**src/rtl/avmm_wr_outstanding_limiter.sv**
```systemverilog
// -----------------------------------------------------------------------------
// avmm_wr_outstanding_limiter
//
// Purpose:
//   Write-path credit limiter that sits in front of the per-word write-ack
//   generator. It tracks how many write words have been issued downstream but
//   not yet acknowledged. A new burst is held off with waitrequest on its first
//   beat if admitting the whole burst would push that count above
//   MAX_OUTSTANDING. The whole burst is reserved on the first beat, so the
//   remaining beats of an admitted burst are never blocked. Per-word acks from
//   downstream return the credit and are echoed to the kernel one cycle later.
//
// Optional feature (macro AVMM_WR_LIMIT_STATS_EN):
//   When defined, a saturating credit-stall counter and a high-water mark of
//   the outstanding count are kept. When undefined, both ports read 0 and no
//   statistics registers exist.
//
// Ports:
//   kernel_avmm_clk / kernel_avmm_reset  clock, synchronous active-high reset
//   s_avmm_*                             kernel-side write command, waitreq, ack
//   m_avmm_*                             downstream write command (pass-through),
//                                        waitreq and per-word ack
//   outstanding                          current outstanding word count
//   err_ack_underflow                    sticky: ack seen with nothing outstanding
//   err_zero_burst                       sticky: first beat with burstcnt==0
//   stall_cycles / peak_outstanding      statistics (0 unless stats enabled)
// -----------------------------------------------------------------------------
module avmm_wr_outstanding_limiter #(
  parameter int AVMM_ADDR_WIDTH     = 32,
  parameter int AVMM_BURSTCNT_WIDTH = 5,
  parameter int AVMM_DATA_WIDTH     = 512,
  parameter int MAX_OUTSTANDING     = 512,
  localparam int CNT_W              = $clog2(MAX_OUTSTANDING + 1)
) (
  input  logic                           kernel_avmm_clk,
  input  logic                           kernel_avmm_reset,
  input  logic                           s_avmm_wr,
  input  logic [AVMM_BURSTCNT_WIDTH-1:0] s_avmm_burstcnt,
  input  logic [AVMM_ADDR_WIDTH-1:0]     s_avmm_address,
  input  logic [AVMM_DATA_WIDTH-1:0]     s_avmm_writedata,
  input  logic [AVMM_DATA_WIDTH/8-1:0]   s_avmm_byteenable,
  output logic                           s_avmm_waitreq,
  output logic                           s_avmm_wr_ack,
  output logic                           m_avmm_wr,
  output logic [AVMM_BURSTCNT_WIDTH-1:0] m_avmm_burstcnt,
  output logic [AVMM_ADDR_WIDTH-1:0]     m_avmm_address,
  output logic [AVMM_DATA_WIDTH-1:0]     m_avmm_writedata,
  output logic [AVMM_DATA_WIDTH/8-1:0]   m_avmm_byteenable,
  input  logic                           m_avmm_waitreq,
  input  logic                           m_avmm_wr_ack,
  output logic [CNT_W-1:0]               outstanding,
  output logic                           err_ack_underflow,
  output logic                           err_zero_burst,
  output logic [31:0]                    stall_cycles,
  output logic [CNT_W-1:0]               peak_outstanding
);

  // A burst larger than the credit pool could never be admitted.
  generate
    if (MAX_OUTSTANDING < (1 << (AVMM_BURSTCNT_WIDTH - 1))) begin : g_bad_cfg
      $error("MAX_OUTSTANDING must be >= maximum burst length");
    end
  endgenerate

  typedef enum logic {S_IDLE = 1'b0, S_BURST = 1'b1} state_t;

  localparam logic [CNT_W:0] ONE_W = (CNT_W + 1)'(1);

  state_t                         r_state, w_state_next;
  logic [CNT_W-1:0]               r_outstanding, w_outstanding_next;
  logic [AVMM_BURSTCNT_WIDTH-1:0] r_beats_left, w_beats_left_next;
  logic [CNT_W:0]                 w_eff_len, w_sum;
  logic                           w_block, w_accept, w_first, w_ack_dec;
  logic                           r_wr_ack, r_err_ack_underflow, r_err_zero_burst;

  // A zero burstcount is treated as a single word so credit is still taken.
  assign w_eff_len = (s_avmm_burstcnt == '0) ? ONE_W : (CNT_W + 1)'(s_avmm_burstcnt);
  // One extra bit so the admission sum cannot wrap.
  assign w_sum     = {1'b0, r_outstanding} + w_eff_len;
  // Admission is only decided on the first beat; mid-burst beats own their credit.
  assign w_block   = (r_state == S_IDLE) && (w_sum > (CNT_W + 1)'(MAX_OUTSTANDING));

  assign s_avmm_waitreq    = m_avmm_waitreq | w_block | kernel_avmm_reset;
  assign m_avmm_wr         = s_avmm_wr & ~w_block & ~kernel_avmm_reset;
  assign m_avmm_burstcnt   = s_avmm_burstcnt;
  assign m_avmm_address    = s_avmm_address;
  assign m_avmm_writedata  = s_avmm_writedata;
  assign m_avmm_byteenable = s_avmm_byteenable;

  assign w_accept  = s_avmm_wr & ~s_avmm_waitreq;
  assign w_first   = w_accept & (r_state == S_IDLE);
  assign w_ack_dec = m_avmm_wr_ack & (r_outstanding != '0);

  // Uses the pre-update count, so a same-cycle ack nets against the new burst.
  assign w_outstanding_next = CNT_W'({1'b0, r_outstanding}
                                     + (w_first ? w_eff_len : '0)
                                     - (w_ack_dec ? ONE_W : '0));

  always_comb begin
    w_state_next      = r_state;
    w_beats_left_next = r_beats_left;
    case (r_state)
      S_IDLE: begin
        if (w_first && (w_eff_len > ONE_W)) begin
          w_state_next      = S_BURST;
          w_beats_left_next = AVMM_BURSTCNT_WIDTH'(w_eff_len - ONE_W);
        end
      end
      S_BURST: begin
        if (w_accept) begin
          w_beats_left_next = r_beats_left - AVMM_BURSTCNT_WIDTH'(1);
          if (r_beats_left == AVMM_BURSTCNT_WIDTH'(1)) begin
            w_state_next = S_IDLE;
          end
        end
      end
      default: w_state_next = S_IDLE;
    endcase
  end

  always_ff @(posedge kernel_avmm_clk) begin
    if (kernel_avmm_reset) begin
      r_state             <= S_IDLE;
      r_outstanding       <= '0;
      r_beats_left        <= '0;
      r_wr_ack            <= 1'b0;
      r_err_ack_underflow <= 1'b0;
      r_err_zero_burst    <= 1'b0;
    end else begin
      r_state       <= w_state_next;
      r_outstanding <= w_outstanding_next;
      r_beats_left  <= w_beats_left_next;
      r_wr_ack      <= m_avmm_wr_ack;
      if (m_avmm_wr_ack && (r_outstanding == '0)) begin
        r_err_ack_underflow <= 1'b1;
      end
      if (w_first && (s_avmm_burstcnt == '0)) begin
        r_err_zero_burst <= 1'b1;
      end
    end
  end

  assign s_avmm_wr_ack     = r_wr_ack;
  assign outstanding       = r_outstanding;
  assign err_ack_underflow = r_err_ack_underflow;
  assign err_zero_burst    = r_err_zero_burst;

`ifdef AVMM_WR_LIMIT_STATS_EN
  logic [31:0]      r_stall_cycles;
  logic [CNT_W-1:0] r_peak_outstanding;

  always_ff @(posedge kernel_avmm_clk) begin
    if (kernel_avmm_reset) begin
      r_stall_cycles     <= '0;
      r_peak_outstanding <= '0;
    end else begin
      // Only credit stalls count; downstream waitrequest stalls do not.
      if (s_avmm_wr && w_block && (r_stall_cycles != '1)) begin
        r_stall_cycles <= r_stall_cycles + 32'd1;
      end
      if (w_outstanding_next > r_peak_outstanding) begin
        r_peak_outstanding <= w_outstanding_next;
      end
    end
  end

  assign stall_cycles     = r_stall_cycles;
  assign peak_outstanding = r_peak_outstanding;
`else
  assign stall_cycles     = '0;
  assign peak_outstanding = '0;
`endif

endmodule

```
**config.mk**
```make
export PLATFORM = sky130hd
export DESIGN_NAME = avmm_wr_outstanding_limiter
export DESIGN_NICKNAME = d
export VERILOG_FILES = /design/src/rtl/avmm_wr_outstanding_limiter.sv
export SDC_FILE = /design/constraint.sdc
export NUM_CORES = 1
export LEC_CHECK = 0
export BUFFER_PORTS_ARGS = -buffer_cell sky130_fd_sc_hd__buf_2
export CAP_MARGIN = 30
export CELL_PAD_IN_SITES_DETAIL_PLACEMENT = 0
export CELL_PAD_IN_SITES_GLOBAL_PLACEMENT = 1
export CORE_AREA = 3 3 504 506
export CTS_BUF_LIST = sky130_fd_sc_hd__clkbuf_4 sky130_fd_sc_hd__clkbuf_8
export DETAILED_ROUTE_END_ITERATION = 10
export DIE_AREA = 0 0 507 509
export PLACE_DENSITY = 0.34
export SLEW_MARGIN = 15
export SYNTH_ARGS = -nofsm -noshare
export SYNTH_HDL_FRONTEND = slang
export SYNTH_SLANG_ARGS = --single-unit
```
**constraint.sdc**
```tcl
create_clock -name kernel_avmm_clk -period 11.75 [get_ports kernel_avmm_clk]
set_input_delay 1.175 -clock kernel_avmm_clk [delete_from_list [all_inputs] [get_ports kernel_avmm_clk]]
set_output_delay 1.175 -clock kernel_avmm_clk [all_outputs]
set_load 0.05 [all_outputs]
```
Word level (Yosys, flattened, before mapping)
Cells that the tools add are included.

storage, ports and cells
  bits in latches = 0
  ROM bits = 0
  output and inout port bits = 670
  word-level logic and storage cells = 45
  memories = 0
  bits of input ports = 618
  bits in registers = 19
  RAM bits = 0

operators by class
  add/subtract/negate cells = 5
  div/mod/pow operators = 0
  $mul = 0
  reductions and logical operators = 8
  order comparisons = 2
  bitwise gates (word level) = 11
  multiplexer cells = 10
  eq/ne operators = 3
  shifts and indexed selects = 0

operator list
  cell                                                                     count
  5-bit two-way mux                                                        4
  10-bit by 5-bit adder with 11-bit output                                 1
  11-bit by 10-bit > comparator with 1-bit output (second input constant)  1
  10-bit by 5-bit adder with 10-bit output                                 1
  10-bit logical NOT                                                       1
  5-bit case mux with 2 select lines                                       1
  10-bit nonzero test                                                      1
  10-bit by 1-bit subtractor with 10-bit output                            1
  5-bit by 1-bit subtractor with 5-bit output (second input constant)      2
  1-bit AND                                                                5
  5-bit by 1-bit == test with 1-bit output (second input constant)         1
  5-bit by 1-bit > comparator with 1-bit output (second input constant)    1
  5-bit logical NOT                                                        1
  1-bit logical AND                                                        4
  1-bit two-way mux                                                        4
  2-bit by 1-bit != test with 1-bit output (second input constant)         2
  1-bit NOT                                                                4
  1-bit bitwise OR                                                         2
  1-bit case mux with 2 select lines                                       1
  2-bit AND reduction                                                      1

Longest topological paths before layout
Gate-level depths: netlist of run 1.

  depth in word-level cells = 13
  depth in mapped cells = 28
  depth with buffers taken out = 26

Least setup slack after synthesis of run 1
No wires, ideal clock.

  kind = input to register
  from = in s_avmm_burstcnt[3]
  to = reg r_outstanding[9] (netlist: outstanding[9])
  data arrival time = 6.370 ns
  library setup time = 0.128 ns
  slack = 5.253 ns
  stages on the path = 26
  required time = 11.622 ns
  cells stage by stage = clkbuf_1 > nor3_1 > nor3b_1 > or2_2 > clkbuf_1 > ha_1 > inv_1 > fa_1 > nand2b_1 > a2111oi_2 > o311ai_1 > nand2b_1 > or4_4 > a21oi_2 > nand2_1 > ha_1 > inv_1 > ha_1 > a21o_1 > a21oi_1 > o21ai_0 > a2111oi_0 > nor3_1 > a221oi_1 > xnor2_1 > nor2_1

between the ends
  longest elaborated chain between the ends = 13

ends and longest elaborated chain
  what                                               line  source
  start, declared                                    38    input logic [AVMM_BURSTCNT_WIDTH-1:0] s_avmm_burstcnt,
  5-bit logical NOT                                  77    assign w_eff_len = (s_avmm_burstcnt == '0) ? ONE_W : (CNT_W + 1)'(s_avmm_burstcnt);
  5-bit two-way mux (*)                              77
  10-bit by 5-bit adder with 11-bit output           79    assign w_sum = {1'b0, r_outstanding} + w_eff_len;
  11-bit by 10-bit > comparator with 1-bit output    81    assign w_block = (r_state == S_IDLE) && (w_sum > (CNT_W + 1)'(MAX_OUTSTANDING));
  1-bit logical AND                                  81
  1-bit bitwise OR (2 in series)                     83    assign s_avmm_waitreq = m_avmm_waitreq | w_block | kernel_avmm_reset;
  1-bit NOT                                          90    assign w_accept = s_avmm_wr & ~s_avmm_waitreq;
  1-bit AND                                          90
  1-bit AND                                          91    assign w_first = w_accept & (r_state == S_IDLE);
  5-bit two-way mux (*)                              96    + (w_first ? w_eff_len : '0)
  10-bit by 5-bit adder with 10-bit output (*)       96
  10-bit by 1-bit subtractor with 10-bit output (*)  97    - (w_ack_dec ? ONE_W : '0));
  end signal, assigned                               131   r_outstanding <= w_outstanding_next;
  end, declared                                      70    logic [CNT_W-1:0] r_outstanding, w_outstanding_next;

Mark *: on every way between the ends. The rest lies on a longest branch, timed or not.
A chain may end at the register's enable or synchronous reset.

Final worst setup path of run 1
Same ends and word-level chain as after synthesis.

==> run_results.csv, run 1 <==
group,metric,value,unit
status,outcome,"completed",
power_and_ir_drop,pwr-share-clk,9.1,%
timing,tns,0,ns
worst_setup_path,critPathTopFamily,"simple AND/OR/NAND/NOR gates",
power_and_ir_drop,seq_power_share,20.7,%
timing,finalHoldViolations,0,
synth,synth_area,6770,µm²
power_and_ir_drop,leakagePower,1.10,nW
drt,dr_total_vias,3142,
clocking,clock-sinks,19,
drt,drcViolationCount,0,
power_and_ir_drop,powerDensity,91.8,nW/µm²
worst_setup_path,cpPeakStageDelay,0.53,ns
clocking,cts.repair.resized,0,
floorplanning,die_y,509,µm
final_layout,multi_input_area,1460,µm²
final_layout,area_growth,-6.19,%
worst_setup_path,worstRegToRegCells,21,
synth,synth.avg_cell_area,7.61,µm²
floorplanning,die_x,507,µm
final_layout,drive_gt1_share,14.0,%
floorplanning,ioPinCount,1288,
clocking,tritoncts,"built",
synth,ys.flop_type,"dfxtp_1",
timing,worstMarginPinSlew,0.578,ns
worst_setup_path,worstPathRequired,11.92,ns
clocking,clockBufferDepth,2,
placement,dp_hpwl,114,mm
clocking,clockRootBuffer,"clkbuf_8",
global_route,grt_overflow_total,0,
placement,numPortBuffers,29,
power_and_ir_drop,peakVddDrop,0.0497,mV
timing,hold_slack,0.493,ns
global_route,grt_pass1_wl,126,mm
synth,synthCells,890,
worst_setup_path,r2r_start,"outstanding[0]",
timing,rsz0062_at_grt,"no",
floorplanning,initial_core_util,2.70,%
power_and_ir_drop,comb_power_share,70.1,%
clocking,clock_latency,0.29,ns
timing,report.final.slew_viol_count,0,
clocking,cts_hold_buffers,0,
drt,dr.pass1.iters,4,
synth,synth-seq-area-share,5.62,%
worst_setup_path,r2r_slack,6.44,ns
global_route,antenna_found_initial,3,
timing,period_needed,6.84,ns
drt,drtIter0Drc,151,
drt,wire_per_inst,32.6,µm
final_layout,layout.cells.non_filler,3649,
worst_setup_path,cp_max_fo,13,
worst_setup_path,worst-setup-path-type,"input port to flop",
worst_setup_path,cp-start-kind,"input port",
final_layout,finalCoreUtilization,2.54,%
worst_setup_path,critPathMostFrequentCell,"ha_1",
power_and_ir_drop,p_switching,0.341,mW
synth,async_flop_share,0,%
timing,period_share,58.2,%
global_route,grt_max_degree,20,
global_route,gr-usage-all-layers,8.74,%
global_route,grt_pass1_vias,3077,
floorplanning,core,250000,µm²
hold_path,hp-class,"flop to flop",
worst_setup_path,cp-end-kind,"flop",
clocking,cts_buffers,3,
drt,antenna_left,0,
placement,dp.cells,3643,
synth,yosysTopAreaCellShare,72.6,%
timing,slew_headroom,61.4,%
synth,ys_types,54,
worst_setup_path,critPathArrivalTime,7.01,ns
floorplanning,rows,184,
synth,synth_top_area_cell,"buf_4",
hold_path,min_from,"err_zero_burst",
worst_setup_path,r2r-end,"outstanding[9]",
worst_setup_path,crit_start,"s_avmm_burstcnt[3]",
timing,setup_violations,0,
final_layout,regArea,380,µm²
final_layout,nFillCells,30100,
power_and_ir_drop,switching_share,58.5,%
synth,synthTopCellsByCount,"buf_4 (655), inv_1 (32), ha_1 (28), dfxtp_1 (19), nand2_1 (19)",
clocking,clk_pin_slew,0.10,ns
placement,gp_congestion,0.692,
synth,synth-edff-count,0,
final_layout,fin_nets,948,
clocking,cts.htree.levels,1,
flow_run,cap_violations,0,
worst_setup_path,cp.depth,26,
power_and_ir_drop,p_int,0.242,mW
hold_path,min_path_cells,2,
drt,viasPerCell,0.861,
synth,synth.most_common_cell,"buf_4",
synth,ys_top_cells_by_area,"buf_4 (73%), dfxtp_1 (5.6%), ha_1 (5.2%), inv_1 (1.8%), nand2_1 (1.1%)",
worst_setup_path,critPathBufInv,4,
drt,wl,119,mm
timing,finClkSkew,0.00931,ns
worst_setup_path,crit_path_end,"outstanding[9]",
clocking,postCtsSetupBuffers,0,
floorplanning,die_area,258000,µm²
synth,synth-seq-cells,19,
timing,max_freq,0.146,GHz
worst_setup_path,cpMaxStageDelayCell,"or4_4",
synth,ys.warnings.count,0,
stage by stage:
step / worst slack (ns) / cell area, µm² / total power [mW]
floorplan: 5.25 / 6920 / 0.989
global placement: 4.51 / 6300 / 0.560
detailed placement: 4.54 / 6300 / 0.552
CTS: 4.86 / 6340 / 0.610
global route: 4.49 / 6350 / 0.643
finish: 4.91 / 6350 / 0.583
worst min-delay path by stage:
| stage | to | slack [ns] |
|---|---|---|
| finish | err_zero_burst | 0.49 |
| global route | err_zero_burst | 0.52 |
| CTS | err_zero_burst | 0.50 |
| detailed placement | err_zero_burst | 0.48 |
| global placement | err_zero_burst | 0.49 |
| floorplan | r_beats_left[4] | 0.47 |
tightest hold or removal path: stages (launching register included):
cell and delay (ns):
dfxtp_1 0.34, a21oi_1 0.05, nor2_1 0.07
cell families (layout without fill, tap and decap cells):
logic type               Yosys count  in the layout  synth area share, %
buffers and inverters            698             66                 75.1
AND/OR/NAND/NOR                   77             77                 5.77
AO/OA/AOI/OAI                     53             53                 6.08
adder cells (fa/ha/maj)           30             30                 5.77
flip-flops                        19             19                 5.62
XOR/XNOR                          11             11                 1.42
other                              1             44               0.0554
multiplexers                       1              1                0.148
per-layer routing:
layer | share of wire (%) | global-route usage [%]
met2 | 39 | 12.0
met1 | 5.7 | 1.37
met4 | 7.2 | 5.64
met5 | 0.21 | 0.741
met3 | 48 | 19.7
state kept, by name, summed over array words and instances, names as in the netlist:
register and cells:
err_zero_burst 1, outstanding 10, s_avmm_wr_ack 1, err_ack_underflow 1, r_state 1, r_beats_left 5
layout by cell type, fill, tap and decap left out, types with 7 or more instances in the layout:
| cell | Yosys | routed |
|---|---|---|
| dfxtp_1 | 19 | 19 |
| nor2b_1 | 7 | 7 |
| a21oi_1 | 8 | 8 |
| xnor2_1 | 7 | 7 |
| inv_1 | 32 | 32 |
| conb_1 | 1 | 42 |
| nor3_1 | 10 | 10 |
| buf_2 | 0 | 29 |
| nor2_1 | 18 | 18 |
| nand2_1 | 19 | 19 |
| ha_1 | 28 | 28 |
power by group through the flow:
| stage | combinational [mW] | sequential (mW) | clock [mW] |
|---|---|---|---|
| final | 0.409 | 0.121 | 0.0532 |
| after global routing | 0.458 | 0.127 | 0.0574 |
| after CTS | 0.430 | 0.123 | 0.0562 |
| after detailed placement | 0.428 | 0.124 | 0 |
| after global placement | 0.435 | 0.125 | 0 |
| after floorplan | 0.835 | 0.154 | 0 |
area by class of cell:
cell class                      count  area share (%)
Timing Repair Buffer               30            2.40
Antenna cell                        2          0.0788
Inverter                           32            1.89
Tap cell                         3348            66.0
Sequential cell                    19            5.99
Clock inverter                      1          0.0788
Multi-Input combinational cell    214            22.9
Clock buffer                        3           0.650
No activity file was read; power rests on OpenSTA's default activity.
==> run 2, diff against run 1 <==
--- a/config.mk
+++ b/config.mk
@@ -9,10 +9,10 @@
 export CAP_MARGIN = 30
 export CELL_PAD_IN_SITES_DETAIL_PLACEMENT = 0
 export CELL_PAD_IN_SITES_GLOBAL_PLACEMENT = 1
-export CORE_AREA = 3 3 504 506
+export CORE_AREA = 3 3 505 507
 export CTS_BUF_LIST = sky130_fd_sc_hd__clkbuf_4 sky130_fd_sc_hd__clkbuf_8
 export DETAILED_ROUTE_END_ITERATION = 10
-export DIE_AREA = 0 0 507 509
+export DIE_AREA = 0 0 508 510
 export PLACE_DENSITY = 0.34
 export SLEW_MARGIN = 15
 export SYNTH_ARGS = -nofsm -noshare
==> constraint.sdc (replaced) <==
create_clock -name kernel_avmm_clk -period 6.86 [get_ports kernel_avmm_clk]
set_input_delay 0.686 -clock kernel_avmm_clk [delete_from_list [all_inputs] [get_ports kernel_avmm_clk]]
set_output_delay 0.686 -clock kernel_avmm_clk [all_outputs]
set_load 0.05 [all_outputs]
==> run 2 against run 1 <==
  * Critical path depth fell by 1
  * Worst setup slack lost 4.2 ns
  * Non-clock buffer count up 2
  * Largest power group unchanged
==> run_results.csv, run 2 (synthesized netlist as in run 1, its figures left out) <==
group,metric,value,unit
clocking,cts.repair.resized,0,
drt,wire_per_inst,37.6,µm
worst_setup_path,cpMaxStageDelayCell,"or4_4",
floorplanning,rows,184,
worst_setup_path,critPathMostFrequentCell,"ha_1",
clocking,clock-sinks,19,
floorplanning,initial_core_util,2.70,%
drt,drcViolationCount,0,
timing,worstMarginPinSlew,0.597,ns
floorplanning,die_x,508,µm
clocking,tritoncts,"built",
global_route,antenna_found_initial,3,
worst_setup_path,cpPeakStageDelay,0.53,ns
global_route,grt_max_degree,19,
global_route,grt_pass1_vias,3209,
drt,dr.pass1.iters,4,
drt,dr_total_vias,3226,
floorplanning,ioPinCount,1288,
floorplanning,die_y,510,µm
drt,wl,137,mm
hold_path,min_from,"err_zero_burst",
timing,period_needed,6.11,ns
power_and_ir_drop,peakVddDrop,0.0662,mV
global_route,grt_overflow_total,0,
drt,viasPerCell,0.884,
global_route,gr-usage-all-layers,10.1,%
hold_path,hp-class,"flop to flop",
worst_setup_path,cp-start-kind,"input port",
worst_setup_path,r2r_start,"outstanding[0]",
placement,numPortBuffers,29,
clocking,clk_pin_slew,0.10,ns
final_layout,layout.cells.non_filler,3650,
clocking,clock_latency,0.28,ns
hold_path,hold_end,"err_zero_burst",
timing,max_freq,0.164,GHz
timing,report.final.slew_viol_count,0,
timing,rsz0062_at_grt,"no",
final_layout,fin_area,6370,µm²
final_layout,fin_nets,950,
drt,drtIter0Drc,155,
worst_setup_path,critPathBufInv,3,
floorplanning,core,251000,µm²
timing,tns,0,ns
clocking,cts_buffers,3,
status,outcome,"completed",
worst_setup_path,r2r-end,"outstanding[9]",
worst_setup_path,r2r_slack,1.56,ns
power_and_ir_drop,finalPower,1.03,mW
hold_path,min_path_cells,2,
final_layout,nFillCells,30100,
clocking,cts.htree.levels,1,
timing,period_share,89.0,%
timing,setup_violations,0,
drt,antenna_left,0,
timing,slew_headroom,60.1,%
final_layout,area_growth,-5.91,%
flow_run,cap_violations,0,
final_layout,drive_gt1_share,15.0,%
placement,dp.cells,3645,
global_route,grt_pass1_wl,144,mm
worst_setup_path,worstPathRequired,7.03,ns
timing,finalHoldViolations,0,
clocking,postCtsSetupBuffers,0,
placement,gp_congestion,0.758,
timing,finClkSkew,0.0191,ns
worst_setup_path,critPathArrivalTime,6.28,ns
final_layout,final_cell_mix,"conb_1 (42), inv_1 (32), buf_2 (29), ha_1 (28)",
worst_setup_path,worst-setup-path-type,"input port to flop",
placement,dp_hpwl,134,mm
worst_setup_path,critPathTopFamily,"simple AND/OR/NAND/NOR gates",
clocking,clockBufferDepth,2,
worst_setup_path,worstRegToRegCells,21,
worst_setup_path,cp_max_fo,6,
clocking,cts_hold_buffers,0,
final_layout,largest_register_ffs,10,
final_layout,final_common_cell,"conb_1",
placement,place_area,6320,µm²
floorplanning,die_area,259000,µm²
power_and_ir_drop,powerDensity,162,nW/µm²
worst_setup_path,cp-end-kind,"flop",
clocking,clockRootBuffer,"clkbuf_8",
power_and_ir_drop,leakagePower,1.11,nW
[run 2: cell count changes in the layout (fill, tap and decap cells not counted), sizes merged]
cell,delta
clkinvlp,+1
diode,-1
clkinv,-1
buf,+2
[run 2: worst reg2reg max path: stages, from the launching register on]
cell,delay [ns]
dfxtp_1,0.44
ha_1,0.20
inv_1,0.05
fa_1,0.40
nor2b_1,0.32
o311a_1,0.25
o311ai_1,0.10
nand2b_1,0.16
or4_4,0.53
a21oi_2,0.33
nand2_1,0.11
ha_1,0.33
inv_1,0.06
ha_1,0.29
a21o_1,0.17
a21oi_1,0.21
o21ai_0,0.15
a2111oi_0,0.44
nor3_1,0.15
a221oi_1,0.30
xnor2_1,0.15
nor2_1,0.05
[run 2: layer usage]
metal | global-route usage (%) | vias up | part of all wire, %
li1 | - | 916 | -
met2 | 13.9 | 1001 | 39
met1 | 1.27 | 1023 | 4.5
met4 | 5.60 | 4 | 6.3
met5 | 0.567 | - | 0.14
met3 | 23.6 | 282 | 50
[run 2: worst max-delay path by stage]
| stage | start | to | cells after the start |
|---|---|---|---|
| 4_1_cts | s_avmm_burstcnt[4] | outstanding[9] | 25 |
| 3_3_place_gp | s_avmm_burstcnt[4] | outstanding[9] | 25 |
| 5_1_grt | s_avmm_burstcnt[4] | outstanding[9] | 25 |
| 2_1_floorplan | s_avmm_burstcnt[3] | outstanding[9] | 26 |
| 6_report | s_avmm_burstcnt[4] | outstanding[9] | 25 |
| 3_5_place_dp | s_avmm_burstcnt[4] | outstanding[9] | 25 |
[run 2: area by class of cell]
type | count | area [µm²] | share of cell area (%)
Multi-Input combinational cell | 214 | 1460 | 22.9
Clock buffer | 3 | 41.3 | 0.648
Clock inverter | 1 | 7.51 | 0.118
Timing Repair Buffer | 32 | 168 | 2.63
Inverter | 32 | 120 | 1.89
Tap cell | 3348 | 4190 | 65.8
Sequential cell | 19 | 380 | 5.97
Antenna cell | 1 | 2.50 | 0.0393
[run 2: stage by stage]
| stage | hold slack [ns] | setup WS (ns) | util (%) |
|---|---|---|---|
| floorplan | 0.473 | 0.852 | - |
| global placement | 0.499 | 0.428 | 2.52 |
| detailed placement | 0.474 | 0.424 | 2.52 |
| CTS | 0.498 | 0.727 | 2.54 |
| global route | 0.516 | 0.223 | 2.54 |
| finish | 0.493 | 0.752 | 2.54 |
[run 2: power by group]
part	switching, mW	leakage (nW)	internal, mW
Sequential	0.0687	0.157	0.144
Combinational	0.493	0.929	0.235
Clock	0.0493	0.0217	0.0412
Total	0.611	1.11	0.420
==> run 3, diff against run 2 <==
--- a/config.mk
+++ b/config.mk
@@ -6,14 +6,14 @@
 export NUM_CORES = 1
 export LEC_CHECK = 0
 export BUFFER_PORTS_ARGS = -buffer_cell sky130_fd_sc_hd__buf_2
-export CAP_MARGIN = 30
+export CAP_MARGIN = 20
 export CELL_PAD_IN_SITES_DETAIL_PLACEMENT = 0
 export CELL_PAD_IN_SITES_GLOBAL_PLACEMENT = 1
 export CORE_AREA = 3 3 505 507
 export CTS_BUF_LIST = sky130_fd_sc_hd__clkbuf_4 sky130_fd_sc_hd__clkbuf_8
 export DETAILED_ROUTE_END_ITERATION = 10
 export DIE_AREA = 0 0 508 510
-export PLACE_DENSITY = 0.34
+export PLACE_DENSITY = 0.33
 export SLEW_MARGIN = 15
 export SYNTH_ARGS = -nofsm -noshare
 export SYNTH_HDL_FRONTEND = slang
==> run 3 against run 2 <==
  * Power decreased by 0.31%
  * First-iteration DRC count decreased by 3.2%
  * Hold slack improved by 0.020 ns
  * Critical path depth increased by 1
  * Die area unchanged
  * Count of clock-buffer cells in the layout unchanged
  * Maximum frequency decreased by 1.3%
  * Worst setup slack got worse by 0.082 ns
  * Clock power decreased by 2.2%
  * Non-clock buffer count unchanged
  * Critical endpoint unchanged
  * Largest cell class unchanged
  * Largest power group unchanged
  * Highest routed layer unchanged
==> run_results.csv, run 3 (synthesized netlist as in run 1, its figures left out) <==
group,metric,value,unit
drt,dr_total_vias,3171,
final_layout,final_cell_mix,"conb_1 (42), inv_1 (32), buf_2 (29), ha_1 (28)",
global_route,grt_pass1_wl,134,mm
final_layout,drive_gt1_share,15.0,%
global_route,grt_pass1_vias,3241,
timing,period_needed,6.19,ns
drt,drcViolationCount,0,
timing,rsz0062_at_grt,"no",
final_layout,final_common_cell,"conb_1",
timing,setup_violations,0,
clocking,clock_latency,0.29,ns
floorplanning,die_x,508,µm
worst_setup_path,cp-end-kind,"flop",
timing,max_freq,0.162,GHz
status,outcome,"completed",
worst_setup_path,cp_max_fo,6,
timing,slew_headroom,52.9,%
placement,gp_congestion,0.691,
worst_setup_path,critPathArrivalTime,6.36,ns
timing,hold_slack,0.513,ns
flow_run,cap_violations,0,
final_layout,area_growth,-5.95,%
placement,numPortBuffers,29,
clocking,tritoncts,"built",
clocking,cts.htree.levels,1,
worst_setup_path,cp-start-kind,"input port",
floorplanning,rows,184,
drt,drtIter0Drc,150,
clocking,clockBufferDepth,2,
global_route,grt_max_degree,19,
global_route,antenna_found_initial,2,
power_and_ir_drop,peakVddDrop,0.0607,mV
power_and_ir_drop,leakagePower,1.11,nW
clocking,clk_pin_slew,0.09,ns
power_and_ir_drop,powerDensity,161,nW/µm²
global_route,grt_overflow_total,0,
placement,dp_hpwl,123,mm
timing,setup_slack,0.670,ns
timing,period_share,90.2,%
floorplanning,ioPinCount,1288,
timing,tns,0,ns
clocking,cts_buffers,3,
final_layout,largest_register_ffs,10,
clocking,cts.repair.resized,0,
final_layout,fin_nets,950,
drt,wire_per_inst,34.9,µm
floorplanning,core,251000,µm²
timing,finClkSkew,0.0111,ns
floorplanning,die_y,510,µm
timing,finalHoldViolations,0,
drt,antenna_left,0,
placement,dp_slack,0.305,ns
worst_setup_path,worst-setup-path-type,"input port to flop",
worst_setup_path,worstPathRequired,7.03,ns
clocking,cts_hold_buffers,0,
floorplanning,die_area,259000,µm²
clocking,clock-sinks,19,
timing,worstMarginPinSlew,0.707,ns
clocking,clockRootBuffer,"clkbuf_8",
clocking,postCtsSetupBuffers,0,
hold_path,hp-class,"flop to flop",
timing,report.final.slew_viol_count,0,
global_route,gr-usage-all-layers,9.36,%
drt,viasPerCell,0.869,
drt,dr.pass1.iters,4,
drt,wl,127,mm
floorplanning,initial_core_util,2.70,%
run 3: cell types whose count changed in the layout (fill, tap and decap cells not counted):
| cell | delta |
|---|---|
| clkinvlp_4 | -1 |
| clkinv_2 | +1 |
run 3: worst paths after layout:
kind,from,end,slack [ns],cells past startpoint
worst min register to register,err_zero_burst,err_zero_burst,0.51,2
worst max register to register,outstanding[0],outstanding[9],1.64,22
worst min-delay path,err_zero_burst,err_zero_burst,0.51,2
worst max-delay path,s_avmm_burstcnt[3],outstanding[9],0.67,26
run 3: area by class of cell:
class | count | area (µm²)
antenna | 1 | 2.50
sequential | 19 | 380
fill | 30100 | 245000
timing repair buffer | 32 | 168
clock inverter | 1 | 5.00
tap | 3348 | 4190
inverter | 32 | 120
multi-input combinational | 214 | 1460
clock buffer | 3 | 41.3
run 3: metrics by stage:
step	utilization [%]	area (µm²)	std cells	power, mW
final	2.54	6370	3650	1.03
after global routing	2.54	6370	3650	1.13
after CTS	2.54	6360	3649	1.06
after detailed placement	2.52	6320	3645	0.967
after global placement	2.52	6320	3645	0.983
after floorplan	-	6920	931	1.69
run 3: critical path, stage by stage:
cell,delay (ns)
buf_2,0.20
nor3_1,0.29
nor3b_1,0.27
or2_2,0.24
ha_1,0.18
inv_1,0.05
fa_1,0.40
nor2b_1,0.33
o311a_1,0.26
o311ai_1,0.11
nand2b_1,0.17
or4_4,0.54
a21oi_2,0.21
buf_4,0.16
nand2_1,0.05
ha_1,0.27
inv_1,0.04
ha_1,0.18
a21o_1,0.18
a21oi_1,0.22
o21ai_0,0.16
a2111oi_0,0.45
nor3_1,0.16
a221oi_1,0.33
xnor2_1,0.16
nor2_1,0.05
run 3: report_power, final:
part / switching, mW / internal [mW]
sequential: 0.0657 / 0.144
clock: 0.0477 / 0.0407
combinational: 0.498 / 0.231
total: 0.612 / 0.416
run 3: per-layer routing:
metal / up-vias / GRT usage, % / routed length, µm
li1: 909 / - / -
met1: 1037 / 1.41 / 6880
met2: 927 / 13.3 / 51300
met3: 294 / 21.1 / 61200
met4: 4 / 5.26 / 7940
met5: - / 0.347 / 144
